File: config.mk
export PLATFORM = sky130hd
export DESIGN_NAME = fifo_param
export DESIGN_NICKNAME = d
export VERILOG_FILES = /design/src/rtl/fifo_param.sv
export SDC_FILE = /design/constraint.sdc
export NUM_CORES = 1
export LEC_CHECK = 0
export ABC_AREA = 1
export BUFFER_PORTS_ARGS = -buffer_cell sky130_fd_sc_hd__buf_2
export CAP_MARGIN = 10
export CORE_MARGIN = 3
export CORE_UTILIZATION = 40
export DETAILED_ROUTE_END_ITERATION = 10
export HOLD_SLACK_MARGIN = 0.03
export SYNTH_ARGS = -nofsm -noshare
export SYNTH_HDL_FRONTEND = slang
export SYNTH_SLANG_ARGS = --single-unit
File: constraint.sdc
create_clock -name clk -period 5.5 [get_ports clk]
set_input_delay 0.825 -clock clk [delete_from_list [all_inputs] [get_ports clk]]
set_output_delay 0.825 -clock clk [all_outputs]
set_load 0.01 [all_outputs]
File: src/rtl/fifo_param.sv
// Parametrised circular-buffer FIFO with edge/level request qualification,
// occupancy flags, sticky error bits and a display scanner over valid entries.
module fifo_param #(
    parameter int WIDTH    = 4,
    parameter int AW       = 3,
    parameter int EDGE_IN  = 1,
    parameter int AF_LEVEL = 6,
    parameter int AE_LEVEL = 2,
    parameter int SCAN_DIV = 4
) (
    input  logic             clk,
    input  logic             rst,
    input  logic             clr,
    input  logic             enq,
    input  logic [WIDTH-1:0] in,
    input  logic             deq,
    output logic [WIDTH-1:0] out,
    output logic             full,
    output logic             empty,
    output logic             almost_full,
    output logic             almost_empty,
    output logic [AW:0]      count,
    output logic             ovf,
    output logic             udf,
    output logic [AW-1:0]    an,
    output logic [WIDTH-1:0] seg,
    output logic             scan_en
);
    localparam int          DEPTH    = 1 << AW;
    localparam int          DW       = (SCAN_DIV > 1) ? $clog2(SCAN_DIV) : 1;
    localparam logic [AW:0] CNT_FULL = (AW+1)'(DEPTH);
    localparam logic [AW:0] AF_C     = (AW+1)'(AF_LEVEL);
    localparam logic [AW:0] AE_C     = (AW+1)'(AE_LEVEL);
    localparam logic [DW-1:0] DIV_LAST = DW'(SCAN_DIV - 1);
    localparam logic        EDGE     = (EDGE_IN != 0);

    logic [WIDTH-1:0] mem [DEPTH];
    logic [AW-1:0]    head, tail;
    logic             enq_q, deq_q, eq, dq, acc_enq, acc_deq;
    logic [DW-1:0]    div;
    logic [AW-1:0]    nxt, cand;

    // History is always kept so level mode simply masks it out.
    always_ff @(posedge clk) begin
        if (rst) begin
            enq_q <= 1'b0;
            deq_q <= 1'b0;
        end else begin
            enq_q <= enq;
            deq_q <= deq;
        end
    end

    assign eq      = enq & ~(EDGE & enq_q);
    assign dq      = deq & ~(EDGE & deq_q);
    assign acc_deq = dq & ~empty;
    assign acc_enq = eq & (~full | acc_deq);

    assign full         = (count == CNT_FULL);
    assign empty        = (count == '0);
    assign almost_full  = (count >= AF_C);
    assign almost_empty = (count <= AE_C);

    always_ff @(posedge clk) begin
        if (rst) begin
            head  <= '0;
            tail  <= '0;
            count <= '0;
            out   <= '0;
            ovf   <= 1'b0;
            udf   <= 1'b0;
        end else if (clr) begin
            head  <= '0;
            tail  <= '0;
            count <= '0;
            ovf   <= 1'b0;
            udf   <= 1'b0;
        end else begin
            if (acc_enq) tail <= tail + 1'b1;
            if (acc_deq) begin
                out  <= mem[head];
                head <= head + 1'b1;
            end
            if (acc_enq & ~acc_deq)      count <= count + 1'b1;
            else if (acc_deq & ~acc_enq) count <= count - 1'b1;
            if (eq & full & ~acc_deq) ovf <= 1'b1;
            if (dq & empty)           udf <= 1'b1;
        end
    end

    always_ff @(posedge clk) begin
        if (!rst && !clr && acc_enq) mem[tail] <= in;
    end

    // Nearest valid slot after an, circularly; descending loop lets the smallest step win.
    always_comb begin
        nxt  = an;
        cand = an;
        for (int k = DEPTH; k >= 1; k--) begin
            cand = an + AW'(k);
            if ({1'b0, AW'(cand - head)} < count) nxt = cand;
        end
    end

    always_ff @(posedge clk) begin
        if (rst) begin
            div     <= '0;
            an      <= '0;
            scan_en <= 1'b0;
        end else begin
            div <= (div == DIV_LAST) ? '0 : div + 1'b1;
            if (div == DIV_LAST && !empty) an <= nxt;
            scan_en <= !empty;
        end
    end

    assign seg = scan_en ? mem[an] : '0;
endmodule

After elaboration in Yosys (flattened, before gate mapping)
Memory sizes are Yosys's and may differ from the RTL's. A register that Yosys moved wholly into a read port is not among the register bits.
Index checks and enable logic that the tools add are counted.
Widths: inputs -> output; s select.

cells by class
  multiply operators = 0
  reductions and logical operators = 13
  equality and inequality tests = 2
  divide/modulo/power cells = 0
  bitwise gates (word level) = 17
  add/subtract/negate cells = 19
  muxes and demuxes = 14
  magnitude comparators = 9
  shift operators = 0

operators by type and width
  kind                 count
  $lt 3x4->1           7
  $mux 3               9
  $sub 3x3->3          7
  $add 3x3->3 const B  4
  $mux 4               3
  $add 3x1->3 const B  3
  $and 1x1->1          9
  $not 1->1            7
  $reduce_bool 7->1    1
  $add 3x2->3 const B  2
  $add 4x1->4 const B  1
  $eq 4x4->1 const B   1
  $ge 4x3->1 const B   1
  $le 4x2->1 const B   1
  $logic_not 4->1      1
  $reduce_and 2->1     2
  $reduce_or 2->1      2
  $sub 4x1->4 const B  1
  $logic_and 1x1->1    3
  $logic_not 1->1      3
  $add 2x1->2 const B  1
  $eq 2x2->1 const B   1
  $mux 1               2
  $reduce_bool 2->1    1
  $or 1x1->1           1

storage, ports and cells
  output and inout port bits = 22
  flip-flop bits (word level) = 20
  latch bits = 0
  memories = 1
  bits in writable memories = 32
  input port bits = 9
  ROM bits = 0

memories
  memory  depth  width  read ports  clocked after Yosys merged registers in  write ports  line  source
  mem     8      4      2           2                                        1            37    logic [WIDTH-1:0] mem [DEPTH];

Depth between registers and ports, before layout
Gate-level depths: netlist (run 1).

  depth in word-level cells = 12
  depth in mapped cells = 21

Least setup slack after synthesis (run 1)
Ideal clock, no wire load.

  path type = register to register
  start = register an[1]
  end = register (tool-made name)
  clock period less this slack = 2.932 ns
  arrival time = 2.814 ns
  cell stages (with the launch flop) = 19
  buffers on the path = 0
  setup slack = 2.568 ns
  cells stage by stage = dfxtp_1 -> inv_1 -> ha_1 -> fa_1 -> xnor2_1 -> xnor2_1 -> inv_1 -> ha_1 -> inv_1 -> nor2_1 -> nand2_1 -> nand2_1 -> nand2_1 -> nor2_1 -> nand2_1 -> nand2_2 -> inv_1 -> a21oi_1 -> nor2_1

RTL lines
  item                    line  source
  from (decl)             25    output logic [AW-1:0] an,
  from (signal assigned)  112   if (div == DIV_LAST && !empty) an <= nxt;

Worst setup path after layout (run 1)
  start = register head[0]
  end = register an[0]

between the ends
  word-level cells in the longest chain between the ends = 8

RTL lines
  item                    line  source
  from (decl)             38    logic [AW-1:0] head, tail;
  from (signal assigned)  82    head <= head + 1'b1;
  $sub 3x3->3             101   if ({1'b0, AW'(cand - head)} < count) nxt = cand;
  $lt 3x4->1              101
  $mux 3 (6 in series)    101

Several ways; a longest one is shown, not always the timed one.
A chain may end at the register's enable or synchronous reset.

==> results.md, run 1 <==
- Fill cells: 830
- HP Start: div[0]$_SDFF_PP0_
- Syn Area/Cell: 8.400 um^2
- Final RePlAce weighted congestion: between 0.8 and 0.9
- ANT cells: 0
- Clock transition at path regs: about 0.07 ns
- Fin crit share: 59.96%
- Largest net degree at the start of global routing: 29
- Post-synthesis instance area: 3427 um^2
- Slowest-stage cell, CP: dfxtp_1
- Max cap viols: 0
- Max transition margin: 46.50%
- Min-Delay Path Class: flip-flop to flip-flop
- Post-CTS resize count: 0
- Tightest Pin Transition: 0.8013 ns
- Fin cells: approximately 550
- Yosys reg bits: 59
- Multiplexer area fraction after synthesis: 0%
- Initial cell density of the core: between 40% and 50%
- GR Overflow Total: 0
- Core Area: 8258 um^2
- Rows: 33
- Leading post-synthesis cells by cell area: edfxtp_1 (28%), dfxtp_1 (16%), o21ai_0 (8.8%)
- Post-synth top cells: o21ai_0 (60), inv_1 (55), nand2_1 (51)
- Vias per inst: between 5 and 6
- Pre-antenna DRT Iters: 5
- Adder-Cell Fraction of Synth Area: between 10% and 20%
- Worst path buffer plus inverter count: 4
- Worst path most repeated cell: inv_1
- Latest clock arrival within the worst-skew pair: ~0.33 ns
- Worst path required time: roughly 5.7 ns
- Dpl cell area: 3665 um^2
- Layout cells sized above 1: 14.00%
- Clock Root Buffer: clkbuf_8
- Crit path cell chain: ha_1 -> inv_1 -> fa_1 -> xnor2_1 -> xnor2_1 -> inv_1 -> ha_1 -> inv_1 -> nor2_1 -> nand2_2 -> nand2_1 -> o21ai_1 -> nor2_1 -> nand2_1 -> nand2_2 -> inv_1 -> a21oi_1 -> nor2_1
- DRT antenna net count: 0
- Clock sinks: about 60
- Comb pwr share: a little under a quarter
- Fraction of the mapped netlist area in simple logic gates: 15.12%
- Setup_tns: 0 ns
- CP max stage delay: 0.85 ns
- Vias in the first global route: 2561
- H-tree level count: 3
- Worst path top cell family by delay: adder cells
- Pwr Density: 288.4 nW/um^2
- Crit path DAT: 3.52 ns
- Fmax achieved: 303.2 MHz
- Worst reg2reg setup slack: 2.20 ns
- HPWL Detailed: about 6000 um
- Kind of end point of the critical path: flip-flop
- Post-CTS Hold Buffers: 0
- Synth Area in Compound Gates: 19.42%
- Worst Setup Slack, final: 2.202 ns
- Synth Instances: around 410
- IO Pins: 31
- Routed wire length: 7793 um
- Initial antenna violation count: 0
- Synth top area share: 28.04%
- Synth Area in XOR/XNOR: around 3.3%
- Die Span X: 98.56 um
- Clk_skew: around 0.012 ns
- Critical Path Start: head[0]$_SDFFE_PP0N_
- RSZ-0062 raised after global routing: false
- WL/cell: 14.22 um
- VDD IR max: 0.0001479 V
- Critical path class: flip-flop to flip-flop
- CTS tree: yes
- Startpoint class of the critical path: flip-flop
- Number of synthesized flops with an enable pin: 32
- P_int: roughly 0.74 mW
- Dpl ws: 2.224 ns
- Area Overhead vs Synth: 12.08%
- FF-to-FF Start: head[0]$_SDFFE_PP0N_
- Switching Fraction: between 30% and 40%
- Final setup viols: 0
- Fin. max-slew vios: 0
- Nets: 473
- LEAKAGE: 1.569 nW
- Clock Power Share: 31.1%
- Synth cell types: 32
- DRC errors left: 0
- Die area: 9714 um^2
- Global-route wire length before repair: 12880 um
- Post-CTS setup buffer count: 0
- CTS buffer count: 9
- Clock Tree Buf Depth: 2
- Drt first-iter violations: 314
- Share of flip-flops with an asynchronous set or reset: 0%
- Worst Path Max Fanout: 28
- Buffers on Ports: 30
- Min Clock Period, post-route: 3.298 ns
- GR Util All Layers: 16.69%
- Via Count: roughly 2800
- Top FF cell, synth: edfxtp_1
- Placed cell count: approximately 530
- NetSw: about 0.37 mW
- Synth warnings: 0
- Sequential fraction of design power: 44.8%
- Status: complete, no violations
- Hold Vio Cnt, Final: 0
- Area leader, netlist: edfxtp_1
- Largest family of logic cells by synthesized area: compound AO/OA/AOI/OAI gates
- Syn_nets: 443
- Register area share after synthesis: 43.81%
- Die Y: 98.56 um
- Count leader, synth: o21ai_0
- Final instance area: 3841 um^2
-- sequential cells by signal, indices dropped and copies added, names as in the netlist, named ones only --
register	count
head	3
mem	32
scan_en	1
enq_q	1
ovf	1
udf	1
div	2
deq_q	1
count	4
an	3
out	4
tail	3
-- through the flow --
stage | total power, mW | hold slack [ns] | util, %
global placement | 0.7702 | 0.4175 | 44.38
global route | 1.185 | 0.4593 | 46.52
floorplan | 0.7017 | 0.4084 | -
finish | 1.108 | 0.4297 | 46.52
CTS | 1.117 | 0.4364 | 46.52
detailed placement | 0.7727 | 0.4267 | 44.38
-- metal layers --
layer	track usage [%]	part of all wire (%)
met3	3.468	4.4
met5	0	0
met1	23.17	48
met2	25.95	46
met4	5.882	1.4
-- cell families after synthesis --
group	count (synthesis)
AO/OA/AOI/OAI	121
adder cells (fa/ha/maj)	26
flip-flops	59
AND/OR/NAND/NOR	119
buffers and inverters	70
XOR/XNOR	13
-- power groups by stage --
stage | combinational [mW] | clock, mW | sequential, mW
after CTS | 0.267 | 0.353 | 0.497
final | 0.266 | 0.345 | 0.497
after detailed placement | 0.266 | 0 | 0.506
after global routing | 0.310 | 0.376 | 0.499
after global placement | 0.264 | 0 | 0.506
after floorplan | 0.201 | 0 | 0.501
-- layout by cell type (no fill, tap or decap), types with 2 or more instances in the layout --
cell | synthesis | routed
edfxtp_1 | 32 | 32
inv_2 | 3 | 3
dfxtp_1 | 27 | 27
clkinvlp_4 | 0 | 3
nor3_1 | 2 | 2
fa_1 | 5 | 5
xor2_1 | 4 | 4
nor2_1 | 43 | 43
clkbuf_8 | 0 | 9
a21oi_1 | 36 | 36
o21ai_1 | 2 | 2
xnor2_1 | 9 | 9
o22ai_1 | 2 | 2
inv_1 | 55 | 55
ha_1 | 21 | 21
a31oi_1 | 5 | 5
o21ai_0 | 60 | 60
o21a_1 | 4 | 4
nand2_2 | 7 | 7
nand3_1 | 11 | 11
nand2_1 | 51 | 51
buf_2 | 2 | 30
o211ai_1 | 8 | 8
clkinv_4 | 0 | 2
clkinv_1 | 1 | 2
-- final timing paths --
kind | to | cells past startpoint
worst min-delay path | div[0]$_SDFF_PP0_ | 1
worst min register to register | div[0]$_SDFF_PP0_ | 1
worst max-delay path | an[0]$_SDFFE_PP0N_ | 18
worst max register to register | an[0]$_SDFFE_PP0N_ | 18
-- area by class of cell --
| cell class | instances | area, um^2 | share of cell area (%) |
|---|---|---|---|
| Multi-Input combinational cell | 279 | 1660 | 43.22 |
| Sequential cell | 59 | 1501 | 39.09 |
| Inverter | 59 | 221.5 | 5.765 |
| Timing Repair Buffer | 30 | 150.1 | 3.909 |
| Tap cell | 105 | 131.4 | 3.420 |
| Clock buffer | 9 | 123.9 | 3.225 |
| Clock inverter | 7 | 52.55 | 1.368 |
Power figures use the tool's default switching activity.
==> inputs of run 2 (changes only) <==
--- a/config.mk
+++ b/config.mk
@@ -5,7 +5,7 @@
 export SDC_FILE = /design/constraint.sdc
 export NUM_CORES = 1
 export LEC_CHECK = 0
-export ABC_AREA = 1
+export ABC_AREA = 0
 export BUFFER_PORTS_ARGS = -buffer_cell sky130_fd_sc_hd__buf_2
 export CAP_MARGIN = 10
 export CORE_MARGIN = 3
==> constraint.sdc (replaced) <==
create_clock -name clk -period 3.14 [get_ports clk]
set_input_delay 0.471 -clock clk [delete_from_list [all_inputs] [get_ports clk]]
set_output_delay 0.471 -clock clk [all_outputs]
set_load 0.01 [all_outputs]
==> run 2 against run 1 <==
Clock power grew 130%. Final area grew 12%. Via count shrank 16%. Clock skew shrank 0.0044 ns. Final cell count shrank 17%. Largest power group unchanged. Total power grew 110%. Critical endpoint unchanged. Critical path depth shrank 3.
==> results.md, run 2 <==
- Synth top area share: 28.18% (+0.14 points)
- LEAKAGE: 1.626 nW (+3.6%)
- P_int: 1.650 mW (+120%)
- Comb pwr share: 27.7% (+3.7 points)
- Synth Area in Compound Gates: 9.798% (-9.6 points)
- Fin crit share: 99.44% (+39 points)
- Clk_skew: 0.007543 ns (-0.004364 ns)
- Nets: 380 (-20%)
- Leading post-synthesis cells by cell area: edfxtp_1 (28%), dfxtp_1 (16%), mux4_2 (11%)
- Clock Power Share: 34.7% (+3.6 points)
- Synth Area in XOR/XNOR: 4.367% (+1.0 points)
- VDD IR max: 0.0002578 V (+74%)
- Largest register FFs: 32 (unchanged)
- Placed cell count: 431 (-19%)
- Setup_tns: 0 ns (unchanged)
- Fin cells: 455 (-17%)
- Global-route wire length before repair: 11920 um (-7.5%)
- Core Area: 8258 um^2 (unchanged)
- Vias per inst: 5.185 (+1.6%)
- Tightest Pin Transition: 0.6943 ns (-0.1071 ns)
- Startpoint class of the critical path: flip-flop
- Initial cell density of the core: 41.29% (-0.21 points)
- Die area: 9668 um^2 (-0.48%)
- Drt first-iter violations: 61 (-81%)
- DRT antenna net count: 0 (unchanged)
- Post-synthesis instance area: 3410 um^2 (-0.51%)
- Synth warnings: 0 (unchanged)
- Area Overhead vs Synth: 26.05%
- Largest family of logic cells by synthesized area: multiplexers
- Most frequent cells in the layout: edfxtp_1 (32), nor2_1 (30), buf_2 (30)
- Syn Area/Cell: 11.80 um^2 (+40%)
- Pwr Density: 534.0 nW/um^2 (+85%)
- NetSw: 0.6451 mW (+76%)
- Hold Vio Cnt, Final: 0 (unchanged)
- Critical path class: flip-flop to flip-flop
- IO Pins: 31 (unchanged)
- Min-Delay Path Class: primary input to flip-flop
- Clock sinks: 59 (unchanged)
- HPWL Detailed: 5380 um (-11%)
- GR Overflow Total: 0 (unchanged)
- Die Span X: 98.33 um (-0.24%)
- CTS buffer count: 9 (unchanged)
- Final setup viols: 0 (unchanged)
- Die Y: 98.33 um (-0.24%)
- Clock Tree Buf Depth: 2 (unchanged)
- Switching Fraction: 28.11% (-4.9 points)
- Status: complete, no violations
- CTS tree: yes
- Clock transition at path regs: 0.07 ns (about the same)
- Initial antenna violation count: 0 (unchanged)
- Layout cells sized above 1: 40.57% (+27 points)
- Kind of end point of the critical path: flip-flop
- Multiplexer area fraction after synthesis: 15.16% (+15 points)
- Share of flip-flops with an asynchronous set or reset: 0% (unchanged)
- GR Util All Layers: 15.78% (-0.90 points)
- Latest clock arrival within the worst-skew pair: 0.33 ns (about the same)
- Via Count: 2359 (-16%)
- Most common cell after layout, fill and taps aside: edfxtp_1
- Register area share after synthesis: 44.04% (+0.23 points)
- Fraction of the mapped netlist area in simple logic gates: 12.73% (-2.4 points)
- Synth Instances: 289 (-29%)
- Adder-Cell Fraction of Synth Area: 10.64% (+0.054 points)
- Final RePlAce weighted congestion: 0.8264 (-1.9%)
- Vias in the first global route: 2357 (-8.0%)
- Rows: 33 (unchanged)
- Number of synthesized flops with an enable pin: 32 (unchanged)
- Fin. max-slew vios: 0 (unchanged)
- ANT cells: 0 (unchanged)
- Most flops, register: mem
- Syn_nets: 324 (-27%)
- Clock Root Buffer: clkbuf_8
- Worst Path Max Fanout: 4 (-86%)
- DRC errors left: 0 (unchanged)
- Post-synth top cells: edfxtp_1 (32), nor2_1 (30), dfxtp_1 (27)
- Fmax achieved: 320.3 MHz (+5.6%)
- Crit path DAT: 3.34 ns (-0.18 ns)
- Total Power: 2.295 mW (+110%)
- Synth cell types: 55 (+72%)
- H-tree level count: 3 (unchanged)
- Sequential fraction of design power: 37.5% (-7.3 points)
- Largest regs: mem x32, count x4, out x4
- WL/cell: 16.62 um (+17%)
- Yosys reg bits: 59 (unchanged)
- Min Clock Period, post-route: 3.123 ns (-0.1753 ns)
- Area leader, netlist: edfxtp_1
- Top FF cell, synth: edfxtp_1
- Max transition margin: 53.36% (+6.9 points)
- Largest net degree at the start of global routing: 17 (-41%)
- Count leader, synth: edfxtp_1
- Max cap viols: 0 (unchanged)
- Worst path required time: 3.35 ns (-2.38 ns)
- Pre-antenna DRT Iters: 4 (-1)
- Buffers on Ports: 30 (unchanged)
- RSZ-0062 raised after global routing: true
- Routed wire length: 7563 um (-3.0%)
run 2: cell types whose count changed after synthesis, moves of 9 or more:
cell,delta
mux2i_1,+13
mux4_2,+16
inv_1,-35
o21ai_0,-58
nor2_1,-13
nand3_1,-9
a21oi_1,-24
nand2_1,-34
run 2: layer usage:
layer,routed length [um],GRT usage (%),vias to the layer above
li1,-,-,1171
met1,3315,19.92,1152
met2,4012,26.89,29
met3,169,3.143,7
met4,66,5.672,0
met5,0,0,-
run 2: cell families after synthesis:
logic type / after synthesis
multiplexers: 31
XOR/XNOR: 17
AO/OA/AOI/OAI: 44
adder cells (fa/ha/maj): 26
AND/OR/NAND/NOR: 83
buffers and inverters: 29
flip-flops: 59
run 2: metrics by stage:
| stage | util, % | hold slack [ns] | setup WS [ns] | cell area (um^2) |
|---|---|---|---|---|
| 5_1_grt | 52.05 | 0.3931 | -0.07323 | 4298 |
| 3_5_place_dp | 45.76 | 0.4283 | -0.03664 | 3779 |
| 2_1_floorplan | - | 0.4081 | 0.009327 | 3415 |
| 6_report | 52.05 | 0.3981 | 0.01748 | 4298 |
| 4_1_cts | 49.18 | 0.3836 | 0.00001465 | 4061 |
| 3_3_place_gp | 45.76 | 0.4154 | -0.02699 | 3779 |
run 2: final timing paths:
kind	from	end	slack, ns	cells past startpoint
worst max register to register	an[0]$_SDFFE_PP0N_	an[0]$_SDFFE_PP0N_	0.02	15
worst max-delay path	an[0]$_SDFFE_PP0N_	an[0]$_SDFFE_PP0N_	0.02	15
worst min-delay path	deq	deq_q$_SDFF_PP0_	0.40	2
worst min register to register	div[0]$_SDFF_PP0_	div[0]$_SDFF_PP0_	0.44	1
run 2: critical path: stages, from the launching register on:
cell	delay, ns
dfxtp_2	0.32
inv_2	0.09
buf_6	0.11
ha_4	0.14
inv_2	0.04
fa_2	0.40
xnor2_2	0.15
xnor2_2	0.15
buf_4	0.15
ha_4	0.28
nand2_4	0.05
o21ai_4	0.24
a21oi_2	0.09
o221a_2	0.25
nor3_2	0.20
mux2_4	0.32
run 2: layout make-up:
class	count	area (um^2)
multi-input combinational	201	2022
sequential	59	1505
clock buffer	9	123.9
timing repair buffer	54	334.1
tap	105	131.4
fill	732	3960
inverter	20	75.07
clock inverter	7	106.4
run 2: what timing repair did:
action                     CTS  global route
buffers inserted             2             6
setup endpoints to repair    6             6
resized for setup            9            38
hold buffers                 0             0
pin swaps                    7            25
run 2: power by group through the flow:
stage	clock [mW]	sequential (mW)	combinational, mW
2_1_floorplan	0	0.877	0.353
3_3_place_gp	0	0.877	0.487
3_5_place_dp	0	0.878	0.494
4_1_cts	0.816	0.862	0.521
5_1_grt	0.843	0.865	0.696
6_report	0.797	0.861	0.636
